## config.mk

```make
export PLATFORM = sky130hd
export DESIGN_NAME = trace_rx
export DESIGN_NICKNAME = d
export VERILOG_FILES = /design/src/rtl/trace_pkg.sv /design/src/rtl/trace_fifo.sv /design/src/rtl/trace_rx.sv
export SDC_FILE = /design/constraint.sdc
export NUM_CORES = 1
export LEC_CHECK = 0
export BUFFER_PORTS_ARGS = -buffer_cell sky130_fd_sc_hd__buf_2
export CAP_MARGIN = 15
export CORE_ASPECT_RATIO = 1.5
export CORE_MARGIN = 2
export CORE_UTILIZATION = 60
export DETAILED_ROUTE_END_ITERATION = 8
export GPL_ROUTABILITY_DRIVEN = 0
export HOLD_SLACK_MARGIN = 0.15
export PLACE_DENSITY_LB_ADDON = 0.25
export SYNTH_ARGS = -nofsm -noshare
export SYNTH_HDL_FRONTEND = slang
export SYNTH_HIERARCHICAL = 1
export SYNTH_SLANG_ARGS = --single-unit
```

## constraint.sdc

```tcl
create_clock -name clk -period 12.13 [get_ports clk]
set_clock_uncertainty 0.05 [all_clocks]
set_input_delay 0.6065 -clock clk [delete_from_list [all_inputs] [get_ports clk]]
set_output_delay 0.6065 -clock clk [all_outputs]
set_load 0.01 [all_outputs]
```

## src/rtl/trace_pkg.sv

```systemverilog
// Shared trace definitions: tag bit encodings and the beat layout on the trace bus.
package trace_pkg;

  localparam logic [3:0] TRACE_TAG_BRANCH = 4'b0001;
  localparam logic [3:0] TRACE_TAG_ADDR   = 4'b0010;
  localparam logic [3:0] TRACE_TAG_RSVD   = 4'b0100;
  localparam logic [3:0] TRACE_TAG_IRQ    = 4'b1000;

  localparam int unsigned TRACE_BEAT_W = 36;

  typedef struct packed {
    logic [3:0]  tag;
    logic [31:0] data;
  } trace_beat_t;

endpackage

```

## src/rtl/trace_fifo.sv

```systemverilog
// Synchronous first-word-fall-through FIFO. Occupancy is tracked by an explicit
// level counter so full/empty never depend on pointer equality.
module trace_fifo #(
  parameter int unsigned DEPTH = 8,
  parameter int unsigned WIDTH = 36
) (
  input  logic                     clk,
  input  logic                     reset,
  input  logic                     push,
  input  logic                     pop,
  input  logic [WIDTH-1:0]         wdata,
  output logic [WIDTH-1:0]         rdata,
  output logic                     full,
  output logic                     empty,
  output logic [$clog2(DEPTH):0]   level
);

  localparam int unsigned AW = $clog2(DEPTH);
  localparam int unsigned LW = AW + 1;
  localparam logic [LW-1:0] FULL_LVL = LW'(DEPTH);

  logic [WIDTH-1:0] mem_q [DEPTH];
  logic [WIDTH-1:0] mem_d [DEPTH];
  logic [AW-1:0]    wr_ptr_q, wr_ptr_d;
  logic [AW-1:0]    rd_ptr_q, rd_ptr_d;
  logic [LW-1:0]    level_q, level_d;
  logic             do_push, do_pop;

  assign full    = (level_q == FULL_LVL);
  assign empty   = (level_q == '0);
  assign level   = level_q;
  assign do_pop  = pop && !empty;
  // A full FIFO still accepts a write when the head leaves in the same cycle.
  assign do_push = push && (!full || do_pop);
  // Head is forced to zero while empty so stale storage never leaks out.
  assign rdata   = empty ? '0 : mem_q[rd_ptr_q];

  // Next-state for storage, pointers and occupancy.
  always_comb begin
    mem_d    = mem_q;
    wr_ptr_d = wr_ptr_q;
    rd_ptr_d = rd_ptr_q;
    level_d  = level_q;
    if (do_push) begin
      mem_d[wr_ptr_q] = wdata;
      wr_ptr_d        = wr_ptr_q + 1'b1;
    end
    if (do_pop) begin
      rd_ptr_d = rd_ptr_q + 1'b1;
    end
    case ({do_push, do_pop})
      2'b10:   level_d = level_q + 1'b1;
      2'b01:   level_d = level_q - 1'b1;
      default: level_d = level_q;
    endcase
  end

  // Pointer and occupancy registers; reset flushes the queue.
  always_ff @(posedge clk) begin
    if (reset) begin
      wr_ptr_q <= '0;
      rd_ptr_q <= '0;
      level_q  <= '0;
    end else begin
      wr_ptr_q <= wr_ptr_d;
      rd_ptr_q <= rd_ptr_d;
      level_q  <= level_d;
    end
  end

  // Storage array; contents are don't-care until written, so no reset.
  always_ff @(posedge clk) begin
    mem_q <= mem_d;
  end

endmodule

```

## src/rtl/trace_rx.sv

```systemverilog
// Trace receiver: never stalls the core, queues beats for the host stream and
// keeps saturating per-tag and drop statistics with a sticky overflow flag.
module trace_rx
  import trace_pkg::*;
#(
  parameter int unsigned FIFO_DEPTH = 8,
  parameter int unsigned CNT_WIDTH  = 16
) (
  input  logic                          clk,
  input  logic                          reset,
  input  logic                          trace_valid,
  input  logic [35:0]                   trace_data,
  output logic                          out_valid,
  input  logic                          out_ready,
  output logic [3:0]                    out_tag,
  output logic [31:0]                   out_data,
  output logic [$clog2(FIFO_DEPTH):0]   fifo_level,
  input  logic                          clear_stats,
  output logic                          overflow,
  output logic [CNT_WIDTH-1:0]          cnt_branch,
  output logic [CNT_WIDTH-1:0]          cnt_addr,
  output logic [CNT_WIDTH-1:0]          cnt_irq,
  output logic [CNT_WIDTH-1:0]          cnt_rsvd,
  output logic [CNT_WIDTH-1:0]          cnt_drop
);

  trace_beat_t in_beat;
  trace_beat_t head_beat;
  logic        fifo_full;
  logic        fifo_empty;
  logic        pop;
  logic        push;
  logic        drop;

  logic [CNT_WIDTH-1:0] cnt_branch_q, cnt_branch_d;
  logic [CNT_WIDTH-1:0] cnt_addr_q,   cnt_addr_d;
  logic [CNT_WIDTH-1:0] cnt_irq_q,    cnt_irq_d;
  logic [CNT_WIDTH-1:0] cnt_rsvd_q,   cnt_rsvd_d;
  logic [CNT_WIDTH-1:0] cnt_drop_q,   cnt_drop_d;
  logic                 overflow_q,   overflow_d;

  function automatic logic [CNT_WIDTH-1:0] sat_inc(input logic [CNT_WIDTH-1:0] v);
    return (v == '1) ? v : v + 1'b1;
  endfunction

  assign in_beat   = trace_data;
  assign out_valid = !fifo_empty;
  assign pop       = out_valid && out_ready;
  assign push      = trace_valid && (!fifo_full || pop);
  assign drop      = trace_valid && fifo_full && !pop;

  trace_fifo #(
    .DEPTH (FIFO_DEPTH),
    .WIDTH (TRACE_BEAT_W)
  ) u_fifo (
    .clk   (clk),
    .reset (reset),
    .push  (push),
    .pop   (pop),
    .wdata (in_beat),
    .rdata (head_beat),
    .full  (fifo_full),
    .empty (fifo_empty),
    .level (fifo_level)
  );

  assign out_tag  = head_beat.tag;
  assign out_data = head_beat.data;

  // Statistics next-state: clear wins over any same-cycle event; tag bits
  // are decoded on arrival so dropped beats are still counted by tag.
  always_comb begin
    cnt_branch_d = cnt_branch_q;
    cnt_addr_d   = cnt_addr_q;
    cnt_irq_d    = cnt_irq_q;
    cnt_rsvd_d   = cnt_rsvd_q;
    cnt_drop_d   = cnt_drop_q;
    overflow_d   = overflow_q;
    if (clear_stats) begin
      cnt_branch_d = '0;
      cnt_addr_d   = '0;
      cnt_irq_d    = '0;
      cnt_rsvd_d   = '0;
      cnt_drop_d   = '0;
      overflow_d   = 1'b0;
    end else if (trace_valid) begin
      if ((in_beat.tag & TRACE_TAG_BRANCH) != '0) cnt_branch_d = sat_inc(cnt_branch_q);
      if ((in_beat.tag & TRACE_TAG_ADDR)   != '0) cnt_addr_d   = sat_inc(cnt_addr_q);
      if ((in_beat.tag & TRACE_TAG_RSVD)   != '0) cnt_rsvd_d   = sat_inc(cnt_rsvd_q);
      if ((in_beat.tag & TRACE_TAG_IRQ)    != '0) cnt_irq_d    = sat_inc(cnt_irq_q);
      if (drop) begin
        cnt_drop_d = sat_inc(cnt_drop_q);
        overflow_d = 1'b1;
      end
    end
  end

  // Statistics registers.
  always_ff @(posedge clk) begin
    if (reset) begin
      cnt_branch_q <= '0;
      cnt_addr_q   <= '0;
      cnt_irq_q    <= '0;
      cnt_rsvd_q   <= '0;
      cnt_drop_q   <= '0;
      overflow_q   <= 1'b0;
    end else begin
      cnt_branch_q <= cnt_branch_d;
      cnt_addr_q   <= cnt_addr_d;
      cnt_irq_q    <= cnt_irq_d;
      cnt_rsvd_q   <= cnt_rsvd_d;
      cnt_drop_q   <= cnt_drop_d;
      overflow_q   <= overflow_d;
    end
  end

  assign cnt_branch = cnt_branch_q;
  assign cnt_addr   = cnt_addr_q;
  assign cnt_irq    = cnt_irq_q;
  assign cnt_rsvd   = cnt_rsvd_q;
  assign cnt_drop   = cnt_drop_q;
  assign overflow   = overflow_q;

endmodule

```

# After elaboration in Yosys (flattened, before gate mapping)
# Index checks and enable logic that the tools add are counted.
[op_classes]
add_sub_neg = 9
n_mul = 0
div_mod_pow = 0
n_lt_le_gt_ge = 3
n_eq_ne = 8
shifts = 0
muxes = 8
n_bitwise = 7
reduce_logical = 21
[op_table]
columns = ["operator", "count"]
rows = [
  ["$bwmux 288", 1],
  ["$mux 36", 4],
  ["$bmux 36 s3", 1],
  ["$demux 36 s3", 1],
  ["$add 16x1->16 const B", 5],
  ["$eq 16x16->1 const B", 5],
  ["$reduce_and 3->1", 5],
  ["$ge 4x4->1 const B", 2],
  ["$not 3->4", 2],
  ["$pmux 4 s2", 1],
  ["$logic_and 1x1->1", 7],
  ["$add 3x1->3 const B", 2],
  ["$not 1->1", 5],
  ["$add 4x1->4 const B", 1],
  ["$eq 4x4->1 const B", 1],
  ["$logic_not 4->1", 1],
  ["$lt 4x1->1 const B", 1],
  ["$sub 4x1->4 const B", 1],
  ["$logic_not 1->1", 3],
  ["$eq 2x1->1 const B", 1],
  ["$eq 2x2->1 const B", 1],
  ["$logic_or 1x1->1", 2],
  ["$reduce_and 2->1", 1],
  ["$reduce_bool 2->1", 1],
  ["$reduce_or 2->1", 1],
]
[totals]
regBits = 379
latchBits = 0
ramBits = 0
romBits = 0
in_bits = 41
n_memories = 0

# Depth between registers and ports, before layout
[depth]
depth_word = 8
mapped_depth = 14
depth_no_buf = 11

# Cells and area by module
# The synthesis kept the hierarchy.
[modules_own_cells]
columns = ["module", "instances", "cells_each", "area_per_inst_um2", "seq_area_each_um2"]
rows = [
  ["trace_fifo", 1, 534, 11591.1, 8848.5],
  ["trace_rx", 1, 477, 4020.1, 1621.6],
]

# Worst setup path before layout
# OpenSTA, ideal clock, no wires.
[synth_path]
path_kind = "register to register"
from = "register u_fifo.level_q[1], in the netlist u_fifo/level[1]"
to = "register u_fifo/mem_q[252] (netlist bit), enable pin"
setup_time_ns = 0.519
arrival_ns = 5.290
slack_ns = 6.270
path_stages_with_launch = 9
path_buffers = 3
cell_sequence = "dfxtp_1 > nor4_1 > buf_2 > buf_2 > nand2b_4 > a21boi_0 > clkbuf_1 > o21ai_4 > nor4_1"
[synth_between]
elab_chain_cells = 6
elab_cells_between_ends = 10
[synth_rtl]
columns = ["item", "line_no", "source"]
rows = [
  ["from (decl)", "trace_fifo.sv:26", "logic [LW-1:0] level_q, level_d;"],
  ["from (signal assigned)", "trace_fifo.sv:67", "level_q <= level_d;"],
  ["$logic_not 4->1", "trace_fifo.sv:30", "assign empty = (level_q == '0);"],
  ["net fifo_empty", "trace_rx.sv:30", "logic fifo_empty;"],
  ["$logic_not 1->1", "trace_rx.sv:47", "assign out_valid = !fifo_empty;"],
  ["$logic_and 1x1->1", "trace_rx.sv:48", "assign pop = out_valid && out_ready;"],
  ["$logic_or 1x1->1", "trace_rx.sv:49", "assign push = trace_valid && (!fifo_full || pop);"],
  ["$logic_and 1x1->1", "trace_rx.sv:49", ""],
  ["net push", "trace_rx.sv:32", "logic push;"],
  ["$logic_and 1x1->1", "trace_fifo.sv:34", "assign do_push = push && (!full || do_pop);"],
  ["to (signal assigned)", "trace_fifo.sv:73", "mem_q <= mem_d;"],
  ["to (decl)", "trace_fifo.sv:22", "logic [WIDTH-1:0] mem_q [DEPTH];"],
]
# The timed path passes the listed nets, and every way through them passes these cells.
# A chain may end at the register's enable or synchronous reset.

# Worst setup path after layout
[layout_path]
from = "register u_fifo.rd_ptr_q[0]"
to = "output out_data[7]"
[layout_between]
elab_chain_cells = 5
[layout_rtl]
columns = ["item", "line_no", "source"]
rows = [
  ["from (decl)", "trace_fifo.sv:25", "logic [AW-1:0] rd_ptr_q, rd_ptr_d;"],
  ["from (signal assigned)", "trace_fifo.sv:66", "rd_ptr_q <= rd_ptr_d;"],
  ["$not 3->4 (not written as such)", "trace_fifo.sv:36", "assign rdata = empty ? '0 : mem_q[rd_ptr_q];"],
  ["$bmux 36 s3", "trace_fifo.sv:36", ""],
  ["$mux 36 (not written as such) (2 in a row)", "trace_fifo.sv:36", ""],
  ["$mux 36", "trace_fifo.sv:36", ""],
  ["to (decl)", "trace_rx.sv:16", "output logic [31:0] out_data,"],
]
# No other way between the ends. The select of a mux whose other input is x is not followed.

==> flow_metrics.tcl <==
set metrics [dict create \
    status "finished, final reports clean" \
    worstSetupEndpoint "out_data[7]" \
    synth_top_family_by_area "multiplexers" \
    cp_max_fo 40 \
    rows 72 \
    track_usage_pct 22.7 \
    synth_cell_types 62 \
    final.setup.tns_ns 0 \
    startpoint_type "flip-flop" \
    final_cell_count_no_fill 1544 \
    grt_max_degree 75 \
    ys_warn_count 6 \
    holdBufCountCts 0 \
    rsz0062_at_grt "false" \
    hold_class "in -> reg" \
    final_common_cell "edfxtp_1" \
    max_cap_viol_count 0 \
    cp-end-kind "output port" \
    cp.arrival_ns 3.12 \
    dp_slack_ns 8.74 \
    synth_simple_gate_area_share_pct 10.4 \
    syn_nets 1062 \
    wl_per_cell_um 19.8 \
    initial_core_util_pct 60.8 \
    syn_area_per_cell_um2 15.4 \
    final-hold-violation-count 0 \
    die-area_um2 27400 \
    dp_cells 1483 \
    synth_edf_count 288 \
    synth.area.top_cells "edfxtp_1 (55%), dfxtp_1 (12%), mux4_2 (10%)" \
    clk_latency_ns 0.51 \
    syn_area_um2 15600 \
    rr_endpoint "u_fifo/level[3]$_SDFFE_PP0P_" \
    port-buffer-count 162 \
    final.min_clock_period_ns 3.77 \
    drc 0 \
    fin_ws_ns 8.36 \
    wl_um 30500 \
    first_pass_iters 4 \
    netlist_instances 1011 \
    layout-drive-gt1-share_pct 27.2 \
    area_growth_syn_to_layout_pct 15.2 \
    die_w_um 136 \
    power.density_nw_per_um2 175 \
    ctsResizeCount 0 \
    dp_hpwl_um 18900 \
    cts.sinks 379 \
    max_slew_margin_pct 29.5 \
    synth_seq_cells 379 \
    yosysSeqAreaShare_pct 67.1 \
    p_leak_nw 6.09 \
    grt.overflow.total 0 \
    reg2regPathDepth 12 \
    synth_fa_ha_area_share_pct 0.850 \
    yosys.area.top_type_share_pct 55.4 \
    antenna_cells 0 \
    final_cell_mix "edfxtp_1 (288), buf_2 (162), nor2_1 (121)" \
    synthXorXnorAreaFrac_pct 3.59 \
    cts_tree "done" \
    cts-htree-levels 2 \
    fin_total_pwr_mw 3.15 \
    synthFlopType "edfxtp_1" \
    timing.fmax_mhz 265 \
    clock-root-buffer "clkbuf_16" \
    cp.required_ns 11.47 \
    startpoint "u_fifo/rd_ptr_q[0]$_SDFFE_PP0N_" \
    ioPinCount 163 \
    synth_area_leader_cell "edfxtp_1" \
    synthArstFlopShare_pct 0 \
    die_h_um 202 \
    cts_buffers 35 \
    peakVddDrop_v 0.000117 \
    fill_cells 1737 \
    final_antenna_net_count 0 \
    clockBufferDepth 3 \
    finalCritPeriodShare_pct 31.1 \
    critPathKind "reg -> out" \
    grt_pass1_vias 8924 \
    reg2reg_from "u_fifo/level[3]$_SDFFE_PP0P_" \
    synth_mux_area_share_pct 13.3 \
    slew_viol_final 0 \
    antenna_found_initial 0 \
    core-area_um2 25700 \
    grt_pass1_wl_um 47700 \
    drt-initial-drc-count 504 \
    synth_compound_area_share_pct 3.29 \
    setup_viol 0 \
    tightest_slew_ns 1.06 \
    viasPerCell 5.89 \
    vias 9087 \
    r2r_slack_ns 8.89 \
    holdWs_ns 0.313 \
    clkTransAtPathRegs_ns 0.06 \
    nets 1238 \
    postCtsSetupRepairBufs 0 \
]
-- Yosys cell counts, drive strengths merged, types with 2 or more instances --
cell type and count:
nand2b 5, nand2 44, a21oi 28, nor3 22
dfxtp 91, a31oi 3, o2111ai 4, buf 27
and2 7, xnor2 40, edfxtp 288, nor2 124
mux2i 46, and4b 3, or3 14, clkbuf 13
o21ai 13, a211oi 6, inv 10, nor4 8
nand4b 2, mux4 72, ha 9, or2 3
or4 2, xor2 24, nor3b 2, and4 8
nand3 31, and3 9, nand4 26, o211ai 10
nand3b 4
-- registers in the layout, summed over array words and instances (netlist names) --
signal,cells
overflow,1
cnt_branch,16
cnt_irq,16
cnt_rsvd,16
u_fifo/level,4
cnt_drop,16
cnt_addr,16
u_fifo/rd_ptr_q,3
u_fifo/wr_ptr_q,3
u_fifo/mem_q,288
-- per-stage QoR --
step	utilization [%]	cell area (um2)
2_1_floorplan	-	15600
3_3_place_gp	65.5	16800
3_5_place_dp	65.7	16900
4_1_cts	70.1	18000
5_1_grt	70.1	18000
6_report	70.1	18000
-- worst min-delay path by stage --
stage / start / endpoint / slack (ns) / cells past startpoint
after global placement: overflow$_SDFFE_PP0P_ / overflow$_SDFFE_PP0P_ / 0.38 / 2
after CTS: trace_data[12] / u_fifo/mem_q[120]$_DFFE_PP_ / 0.29 / 1
after detailed placement: overflow$_SDFFE_PP0P_ / overflow$_SDFFE_PP0P_ / 0.38 / 2
final: trace_data[24] / u_fifo/mem_q[168]$_DFFE_PP_ / 0.31 / 1
after global routing: trace_data[11] / u_fifo/mem_q[155]$_DFFE_PP_ / 0.30 / 1
after floorplan: overflow$_SDFFE_PP0P_ / overflow$_SDFFE_PP0P_ / 0.42 / 2
-- worst max-delay path: stages (launching register included) --
cell and delay, ns:
dfxtp_4 0.84, buf_4 0.67, mux4_2 0.59, mux2i_1 0.25
nor2_1 0.07, buf_2 0.16
-- routing by layer --
layer / global-route usage, % / up-vias / share of wire, %
met5: 0 / - / 0
met4: 6.70 / 0 / 2.3
met3: 4.36 / 48 / 6.2
li1: - / 4267 / -
met1: 28.8 / 4500 / 39
met2: 39.6 / 272 / 52
-- area by class of cell --
type,count,area (um2),share of cell area (%)
Inverter,10,40.0,0.223
Sequential cell,379,10500,58.3
Clock inverter,10,95.1,0.529
Timing Repair Buffer,179,983,5.47
Tap cell,333,417,2.32
Clock buffer,51,1010,5.62
Multi-Input combinational cell,582,4960,27.6
-- report_power, final --
part / switching (mW) / internal (mW)
Clock: 0.440 / 0.621
Combinational: 0.297 / 0.268
Sequential: 0.0620 / 1.46
Total: 0.799 / 2.35
-- kinds of logic (layout without fill, tap and decap cells) --
kind of cell,after synthesis,count (layout)
compound gates,73,73
xor+xnor,64,64
fa+ha+maj,10,10
flops,379,379
simple gates,317,317
buf+inv,50,250
mux,118,118
(Power assumes the default switching activity.)
